<file path="src/rtl/note_lane_engine.sv">
// note_lane_engine: multi-lane note scroller with per-lane hit judging,
// combo tracking and a saturating score, fed by a chart-row handshake.

module note_lane_judge #(
    parameter int DEPTH = 10,
    parameter int WIN   = 2
) (
    input  logic [DEPTH-1:0] cells,
    input  logic             press,
    input  logic             step_en,
    input  logic             entry,
    output logic [DEPTH-1:0] cells_next,
    output logic             hit_p,
    output logic             hit_g,
    output logic             ghost,
    output logic             miss
);
    logic [DEPTH-1:0] kept;
    logic             found;

    always_comb begin
        kept  = cells;
        found = 1'b0;
        hit_p = 1'b0;
        hit_g = 1'b0;
        if (press) begin
            for (int i = 0; i < WIN; i++) begin
                if (!found && cells[i]) begin
                    found   = 1'b1;
                    kept[i] = 1'b0;
                    hit_p   = (i == 0);
                    hit_g   = (i != 0);
                end
            end
        end
        ghost = press && !found;
        // the judged cell is removed before scrolling, so a hit at index 0 is never a miss
        miss       = step_en && kept[0];
        cells_next = step_en ? ((kept >> 1) | (DEPTH'(entry) << (DEPTH - 1))) : kept;
    end
endmodule

module note_lane_engine #(
    parameter int N_LANES      = 2,
    parameter int DEPTH        = 10,
    parameter int WIN          = 2,
    parameter int SCORE_W      = 16,
    parameter int COMBO_W      = 8,
    parameter int PERFECT_PTS  = 2,
    parameter int GOOD_PTS     = 1,
    parameter int GHOST_BREAKS = 1
) (
    input  logic                       clk,
    input  logic                       rst,
    input  logic                       start,
    input  logic                       step,
    input  logic                       chart_valid,
    output logic                       chart_ready,
    input  logic [N_LANES-1:0]         chart_notes,
    input  logic                       chart_last,
    input  logic [N_LANES-1:0]         btn,
    output logic [N_LANES*DEPTH-1:0]   lanes,
    output logic [SCORE_W-1:0]         score,
    output logic [COMBO_W-1:0]         combo,
    output logic [COMBO_W-1:0]         max_combo,
    output logic [N_LANES-1:0]         hit_perfect,
    output logic [N_LANES-1:0]         hit_good,
    output logic                       miss,
    output logic                       busy,
    output logic                       finish
);
    typedef enum logic [1:0] {S_IDLE, S_PLAY, S_DRAIN, S_DONE} state_t;

    localparam int PW = SCORE_W + 8;
    localparam int CW = COMBO_W + 4;

    state_t                        state, state_nx;
    logic [N_LANES-1:0][DEPTH-1:0] cell_q, cell_nx;
    logic [N_LANES-1:0]            btn_q, press, hp, hg, gh, ms;
    logic                          active, step_en, accept, song_start, breaks;
    logic [1:0]                    mult;
    logic [3:0]                    nhits;
    logic [PW-1:0]                 add_pts, score_sum;
    logic [CW-1:0]                 combo_sum;
    logic [SCORE_W-1:0]            score_nx;
    logic [COMBO_W-1:0]            combo_nx, max_nx;

    assign active      = (state == S_PLAY) || (state == S_DRAIN);
    assign step_en     = active && step;
    assign chart_ready = (state == S_PLAY) && step;
    assign accept      = chart_valid && chart_ready;
    assign song_start  = start && ((state == S_IDLE) || (state == S_DONE));
    assign press       = (btn & ~btn_q) & {N_LANES{active}};
    assign busy        = active;
    assign finish      = (state == S_DONE);
    assign lanes       = cell_q;

    generate
        for (genvar l = 0; l < N_LANES; l++) begin : g_lane
            note_lane_judge #(
                .DEPTH (DEPTH),
                .WIN   (WIN)
            ) u_lane (
                .cells      (cell_q[l]),
                .press      (press[l]),
                .step_en    (step_en),
                .entry      (accept && chart_notes[l]),
                .cells_next (cell_nx[l]),
                .hit_p      (hp[l]),
                .hit_g      (hg[l]),
                .ghost      (gh[l]),
                .miss       (ms[l])
            );
        end
    endgenerate

    // multiplier is chosen from the combo held before this cycle's hits land
    always_comb begin
        if (32'(combo) >= 32'd32)      mult = 2'd2;
        else if (32'(combo) >= 32'd16) mult = 2'd1;
        else                           mult = 2'd0;
        add_pts = '0;
        nhits   = '0;
        for (int l = 0; l < N_LANES; l++) begin
            if (hp[l]) add_pts = add_pts + (PW'(PERFECT_PTS) << mult);
            if (hg[l]) add_pts = add_pts + (PW'(GOOD_PTS) << mult);
            nhits = nhits + {3'b000, hp[l] | hg[l]};
        end
        score_sum = PW'(score) + add_pts;
        score_nx  = (score_sum > PW'({SCORE_W{1'b1}})) ? '1 : score_sum[SCORE_W-1:0];
        combo_sum = CW'(combo) + CW'(nhits);
        breaks    = (|ms) || ((GHOST_BREAKS != 0) && (|gh));
        if (breaks)                                 combo_nx = '0;
        else if (combo_sum > CW'({COMBO_W{1'b1}})) combo_nx = '1;
        else                                        combo_nx = combo_sum[COMBO_W-1:0];
        max_nx = (combo_nx > max_combo) ? combo_nx : max_combo;
    end

    always_comb begin
        state_nx = state;
        case (state)
            S_IDLE:  if (start) state_nx = S_PLAY;
            S_PLAY:  if (accept && chart_last) state_nx = S_DRAIN;
            S_DRAIN: if (cell_nx == '0) state_nx = S_DONE;
            S_DONE:  if (start) state_nx = S_PLAY;
            default: state_nx = S_IDLE;
        endcase
    end

    always_ff @(posedge clk) begin
        if (rst) state <= S_IDLE;
        else     state <= state_nx;
    end

    always_ff @(posedge clk) begin
        if (rst) begin
            cell_q      <= '0;
            btn_q       <= '0;
            score       <= '0;
            combo       <= '0;
            max_combo   <= '0;
            hit_perfect <= '0;
            hit_good    <= '0;
            miss        <= 1'b0;
        end else begin
            btn_q <= btn;
            if (song_start) begin
                cell_q      <= '0;
                score       <= '0;
                combo       <= '0;
                max_combo   <= '0;
                hit_perfect <= '0;
                hit_good    <= '0;
                miss        <= 1'b0;
            end else if (active) begin
                cell_q      <= cell_nx;
                score       <= score_nx;
                combo       <= combo_nx;
                max_combo   <= max_nx;
                hit_perfect <= hp;
                hit_good    <= hg;
                miss        <= |ms;
            end else begin
                hit_perfect <= '0;
                hit_good    <= '0;
                miss        <= 1'b0;
            end
        end
    end
endmodule

</file>
<file path="config.mk">
export PLATFORM = sky130hd
export DESIGN_NAME = note_lane_engine
export DESIGN_NICKNAME = d
export VERILOG_FILES = /design/src/rtl/note_lane_engine.sv
export SDC_FILE = /design/constraint.sdc
export NUM_CORES = 1
export LEC_CHECK = 0
export CORE_MARGIN = 3
export CORE_UTILIZATION = 50
export CTS_CLUSTER_DIAMETER = 80
export CTS_CLUSTER_SIZE = 10
export DETAILED_ROUTE_END_ITERATION = 16
export PLACE_DENSITY_LB_ADDON = 0.15
export SLEW_MARGIN = 20
export SYNTH_ARGS = -nofsm -noshare
export SYNTH_HDL_FRONTEND = slang
export SYNTH_HIERARCHICAL = 1
export SYNTH_SLANG_ARGS = --single-unit
export TNS_END_PERCENT = 1
</file>
<file path="constraint.sdc">
create_clock -name clk -period 7.13 [get_ports clk]
set_input_delay 1.426 -clock clk [delete_from_list [all_inputs] [get_ports clk]]
set_output_delay 1.426 -clock clk [all_outputs]
set_load 0.03 [all_outputs]
</file>
* Word-level counts from Yosys, hierarchy flattened
Index checks and enable logic that the tools add are counted.
Operators by class: multipliers 0, reductions and logical operators 29, $add $sub $neg 6, muxes and demuxes 35, eq/ne operators 6, div/mod/pow operators 0, shifts and indexed selects 2, bitwise logic cells 8, order comparisons 5
Operators by type and width (number):
- $mux W24 | 4
- $add A24 B24 Y24 | 3
- $add A16 B24 Y24 | 1
- $gt A24 B16 Y1 const B | 1
- $shl A1 B2 Y24 const A | 1
- $shl A2 B2 Y24 const A | 1
- $logic_not A20 Y1 | 1
- $mux W10 | 2
- $or A9 B10 Y10 | 2
- $mux W1 | 19
- $mux W16 | 1
- $mux W8 | 2
- $logic_and A1 B1 Y1 | 13
- $mux W2 | 6
- $add A8 B2 Y9 | 1
- $gt A9 B8 Y1 const B | 1
- $ge A8 B5 Y1 const B | 1
- $ge A8 B6 Y1 const B | 1
- $gt A8 B8 Y1 | 1
- $reduce_or A2 Y1 | 4
- $ne A2 B1 Y1 const B | 3
- $pmux W2 S3 | 1
- $and A2 B2 Y2 | 2
- $eq A2 B2 Y1 const B | 2
- 11 further kinds | 17
Storage, ports and cells: RAM bits 0, output and inout port bits 60, bits in latches 0, memory bits (read-only) 0, input bits 10, word-level logic and storage cells 101, memories kept 0, flip-flop bits (word level) 61

* Logic depth before layout (Yosys ltp)
depth after elaboration 18, gate-level depth with buffers 26

* By module
The synthesis kept the hierarchy.
Modules (own cells, without submodules):
- note_lane_engine | seq. area each 1221.2 µm², times used 1, cells each 428, area each 3768.6 µm²
- note_lane_judge | seq. area each 0.0 µm², times used 2, cells each 21, area each 187.7 µm²

* Worst setup path before layout
OpenSTA, ideal clock, no wires.
path type in2reg, start in btn[0], end reg score[15], data arrival time 5.819 ns, buffers on the path 0, stages 20, setup slack 1.179 ns, path through nor3b_1 and2_1 and2_1 ha_1 fa_1 mux2_2 fa_1 mux2_2 ha_1 nor2b_1 o21a_1 o21ai_0 xor2_1 ha_1 or2_2 a31oi_1 a21oi_1 a21o_1 a41oi_1 nor3_2
Between the ends: word-level cells in the longest chain between the ends 13, elaborated cells on any way between the ends 14, classes of those cells add/sub: 4; order compare: 1; mux: 7; bitwise: 2
Ends and longest elaborated chain:
- start, declared | RTL line 61 | input logic [N_LANES-1:0] btn,
- $and A2 B2 Y2 * (2 in series) | RTL line 93 | assign press = (btn & ~btn_q) & {N_LANES{active}};
- $mux W1 * | RTL line 26 | if (press) begin
- via hp[0] | RTL line 79 | logic [N_LANES-1:0] btn_q, press, hp, hg, gh, ms;
- $mux W24 * | RTL line 125 | if (hp[l]) add_pts = add_pts + (PW'(PERFECT_PTS) << mult);
- $add A24 B24 Y24 | RTL line 126 | if (hg[l]) add_pts = add_pts + (PW'(GOOD_PTS) << mult);
- $mux W24 * | RTL line 126
- $add A24 B24 Y24 | RTL line 125
- $mux W24 * | RTL line 125
- $add A24 B24 Y24 | RTL line 126
- $mux W24 * | RTL line 126
- $add A16 B24 Y24 * | RTL line 129 | score_sum = PW'(score) + add_pts;
- $gt A24 B16 Y1 | RTL line 130 | score_nx = (score_sum > PW'({SCORE_W{1'b1}})) ? '1 : score_sum[SCORE_W-1:0];
- $mux W16 * | RTL line 130
- end signal, assigned | RTL line 177 | score <= score_nx;
- end, declared | RTL line 63 | output logic [SCORE_W-1:0] score,
Mark *: on every way through the listed nets, which the timed path passes. The rest lies on a longest branch. A chain may end at the register's enable or synchronous reset.

* Final worst setup path
start in btn[0], end reg score[15]
Between the ends: word-level cells in the longest chain between the ends 13, elaborated cells on any way between the ends 14, classes of those cells add/sub: 4; order compare: 1; mux: 7; bitwise: 2
Ends and longest elaborated chain (RTL line):
- $and A2 B2 Y2 * (2 in series) | 93
- via press[0] | 79
- $mux W1 * | 26
- via hp[0] | 79
- $mux W24 * | 125
- $add A24 B24 Y24 | 126
- $mux W24 * | 126
- $add A24 B24 Y24 | 125
- $mux W24 * | 125
- $add A24 B24 Y24 | 126
- $mux W24 * | 126
- $add A16 B24 Y24 * | 129
- $gt A24 B16 Y1 | 130
- $mux W16 * | 130
Marks and branches as above.

==> flow_summary.json <==
{
  "insertion_delay_ps": 340,
  "ios": 70,
  "cpPeakStageDelay_ps": 470,
  "wl_per_cell_um": 15.3,
  "dieHeight_um": 97.0,
  "cpMaxStageDelayCell": "clkdlybuf4s50_1",
  "yosysUniqueCellTypes": 62,
  "grt_max_degree": 43,
  "path_max_fanout": 5,
  "cts_resized": 0,
  "worst_pin_slew_ps": 1050,
  "row_count": 32,
  "path_buf_inv": 1,
  "ys.flop_type": "dfxtp_1",
  "clock_path_buffers": 2,
  "finalHoldViolations": 0,
  "skew_ps": 7.41,
  "tritoncts": "built",
  "min_period_ps": 6510,
  "hold_start": "max_combo[3]",
  "num_antenna_cells": 0,
  "yosysWarnings": 6,
  "critPathArrivalTime_ps": 6700,
  "r2r-start": "state[0]",
  "cts_setup_buffers": 0,
  "nets": 578,
  "dp_hpwl_um": 7220,
  "layout_setup_ws_ps": 624,
  "crit_family": "adder cells",
  "pre_cts_ws_ps": 285,
  "placedCellCount": 624,
  "synth_area_per_cell_sq_um": 8.82,
  "slew_violations": 0,
  "clk_pin_slew_worst_paths_ps": 70,
  "fin_cells": 640,
  "cts_buffers": 9,
  "first_iter_violations": 117,
  "numPortBuffers": 69,
  "fmax_mhz": 154,
  "drc": 0,
  "synth_area_leaders": "dfxtp_1 (29%), ha_1 (9.1%), mux2i_1 (5.8%)",
  "worstPathCellList": "clkdlybuf4s50_1, nor3b_1, and2_1, and2_1, ha_1, fa_1, mux2_2, fa_1, mux2_2, ha_1, nor2b_1, o21a_1, o21ai_0, xor2_1, ha_1, or2_2, a31oi_1, a21oi_1, a21o_1, a41oi_1, nor3_2",
  "setup_violations": 0,
  "drt_first_pass_iters": 4,
  "synth_seq_cells": 61,
  "area_growth_pct": 22.4,
  "antenna_found_initial": 0,
  "synth_top_area_share_pct": 29.5,
  "cts_root_buf": "clkbuf_8",
  "power.density_nw_per_um2": 245,
  "whs_ps": 499,
  "grt.total_usage_pct": 21.6,
  "grt_pass1_vias": 3681,
  "yosysTopAreaCell": "dfxtp_1",
  "power.total_mw": 1.24,
  "synth_commonest_cells": "dfxtp_1 (61), nor2_1 (47), ha_1 (30)",
  "hold_buffers": 0,
  "peakVddDrop_mv": 0.188,
  "grt_overflow": 0,
  "viasPerCell": 5.59,
  "yosysMostFrequentCell": "dfxtp_1",
  "initial_utilization_pct": 52.5,
  "p_leak_nw": 2.18,
  "rsz0062_at_grt": "no",
  "coreArea_sq_um": 7890,
  "worst_path_most_repeated_cell": "ha_1",
  "grt_pass1_wl_um": 17000,
  "post-route-util_pct": 64.3,
  "gp_congestion": 0.891,
  "synth-seq-area-share_pct": 29.5,
  "ant_nets": 0,
  "synthCells": 470,
  "cts_sinks": 61,
  "die_area_sq_um": 9420,
  "cp-end-kind": "flip-flop",
  "synth_area_sq_um": 4140,
  "slew-limit-headroom_pct": 30.1,
  "outcome": "finished clean",
  "tns_ps": 0,
  "critPathLaunchType": "primary input",
  "wl_um": 9820,
  "die_w_um": 97.0,
  "min_path_type": "flip-flop to flip-flop",
  "drv_cap": 0,
  "fillers": 651,
  "design_area_sq_um": 5070,
  "num_vias": 3578,
  "crit_path_start": "btn[0]",
  "required_ps": 7320,
  "htreeDepth": 3,
  "synth-edff-count": 0,
  "place_area_sq_um": 4880,
  "path_class": "primary input to flip-flop",
  "period_share_pct": 91.3,
  "async_reset_ff_share_pct": 0,
  "final_layout_size_suffix_gt1_share_pct": 11.3
}
-- routing by layer --
metal / vias to the layer above / routed length [um] / global-route usage (%)
li1: 1789 / - / -
met1: 1681 / 4330 / 26.3
met2: 93 / 4770 / 36.3
met3: 15 / 542 / 5.34
met4: 0 / 186 / 8.64
met5: - / 0 / 0
-- state kept, by name, summed over array words and instances, names as in the netlist --
name / flops
miss: 1
score: 16
max_combo: 8
state: 2
hit_perfect: 2
combo: 8
hit_good: 2
btn_q: 2
lanes: 20
-- layout by cell type, fill, tap and decap left out, drive strengths merged, types with 7 or more instances in the layout --
cell type	count
a21o	11
a21oi	30
and2	12
and3	7
clkbuf	12
clkdlybuf4s50	69
dfxtp	61
ha	30
inv	25
mux2	21
mux2i	26
nand2	23
nand3	11
nand4	12
nor2	47
nor2b	12
nor3	16
nor4	7
o21a	7
o21ai	23
xor2	8
-- power by group --
group / switching (mW) / internal [mW] / total, mW
Clock: 0.141 / 0.170 / 0.311
Combinational: 0.344 / 0.197 / 0.541
Sequential: 0.0240 / 0.368 / 0.392
-- worst min-delay path, delay by kind of cell, from the launching register on --
family             cells  cell delay [ps]
AOI/OAI and AO/OA      1               60
DFF                    1              330
and+or+nand+nor        1               70
-- kinds of logic after synthesis --
logic type / share of synthesized area (%)
AOI/OAI and AO/OA: 14.6
xor gates and xnor gates: 2.96
adders and majority gates: 11.5
buffers and inverters: 5.04
DFF: 29.5
muxes: 13.6
other: 0.0905
and+or+nand+nor: 22.9
-- layout make-up --
type	count	area [sq um]	share of cell area [%]
Tap cell	102	128	2.52
Multi-Input combinational cell	364	2730	53.8
Clock buffer	12	145	2.86
Inverter	26	97.6	1.92
Timing Repair Buffer	71	706	13.9
Sequential cell	61	1220	24.1
Clock inverter	4	47.5	0.937
-- path summary, 6_finish.rpt --
kind / to / slack [ps] / depth (start not counted)
worst max-delay path: score[15] / 620 / 21
worst min-delay path: max_combo[3] / 500 / 2
worst max register to register: score[15] / 1390 / 22
worst min register to register: max_combo[3] / 500 / 2
No activity file was read; power rests on OpenSTA's default activity.
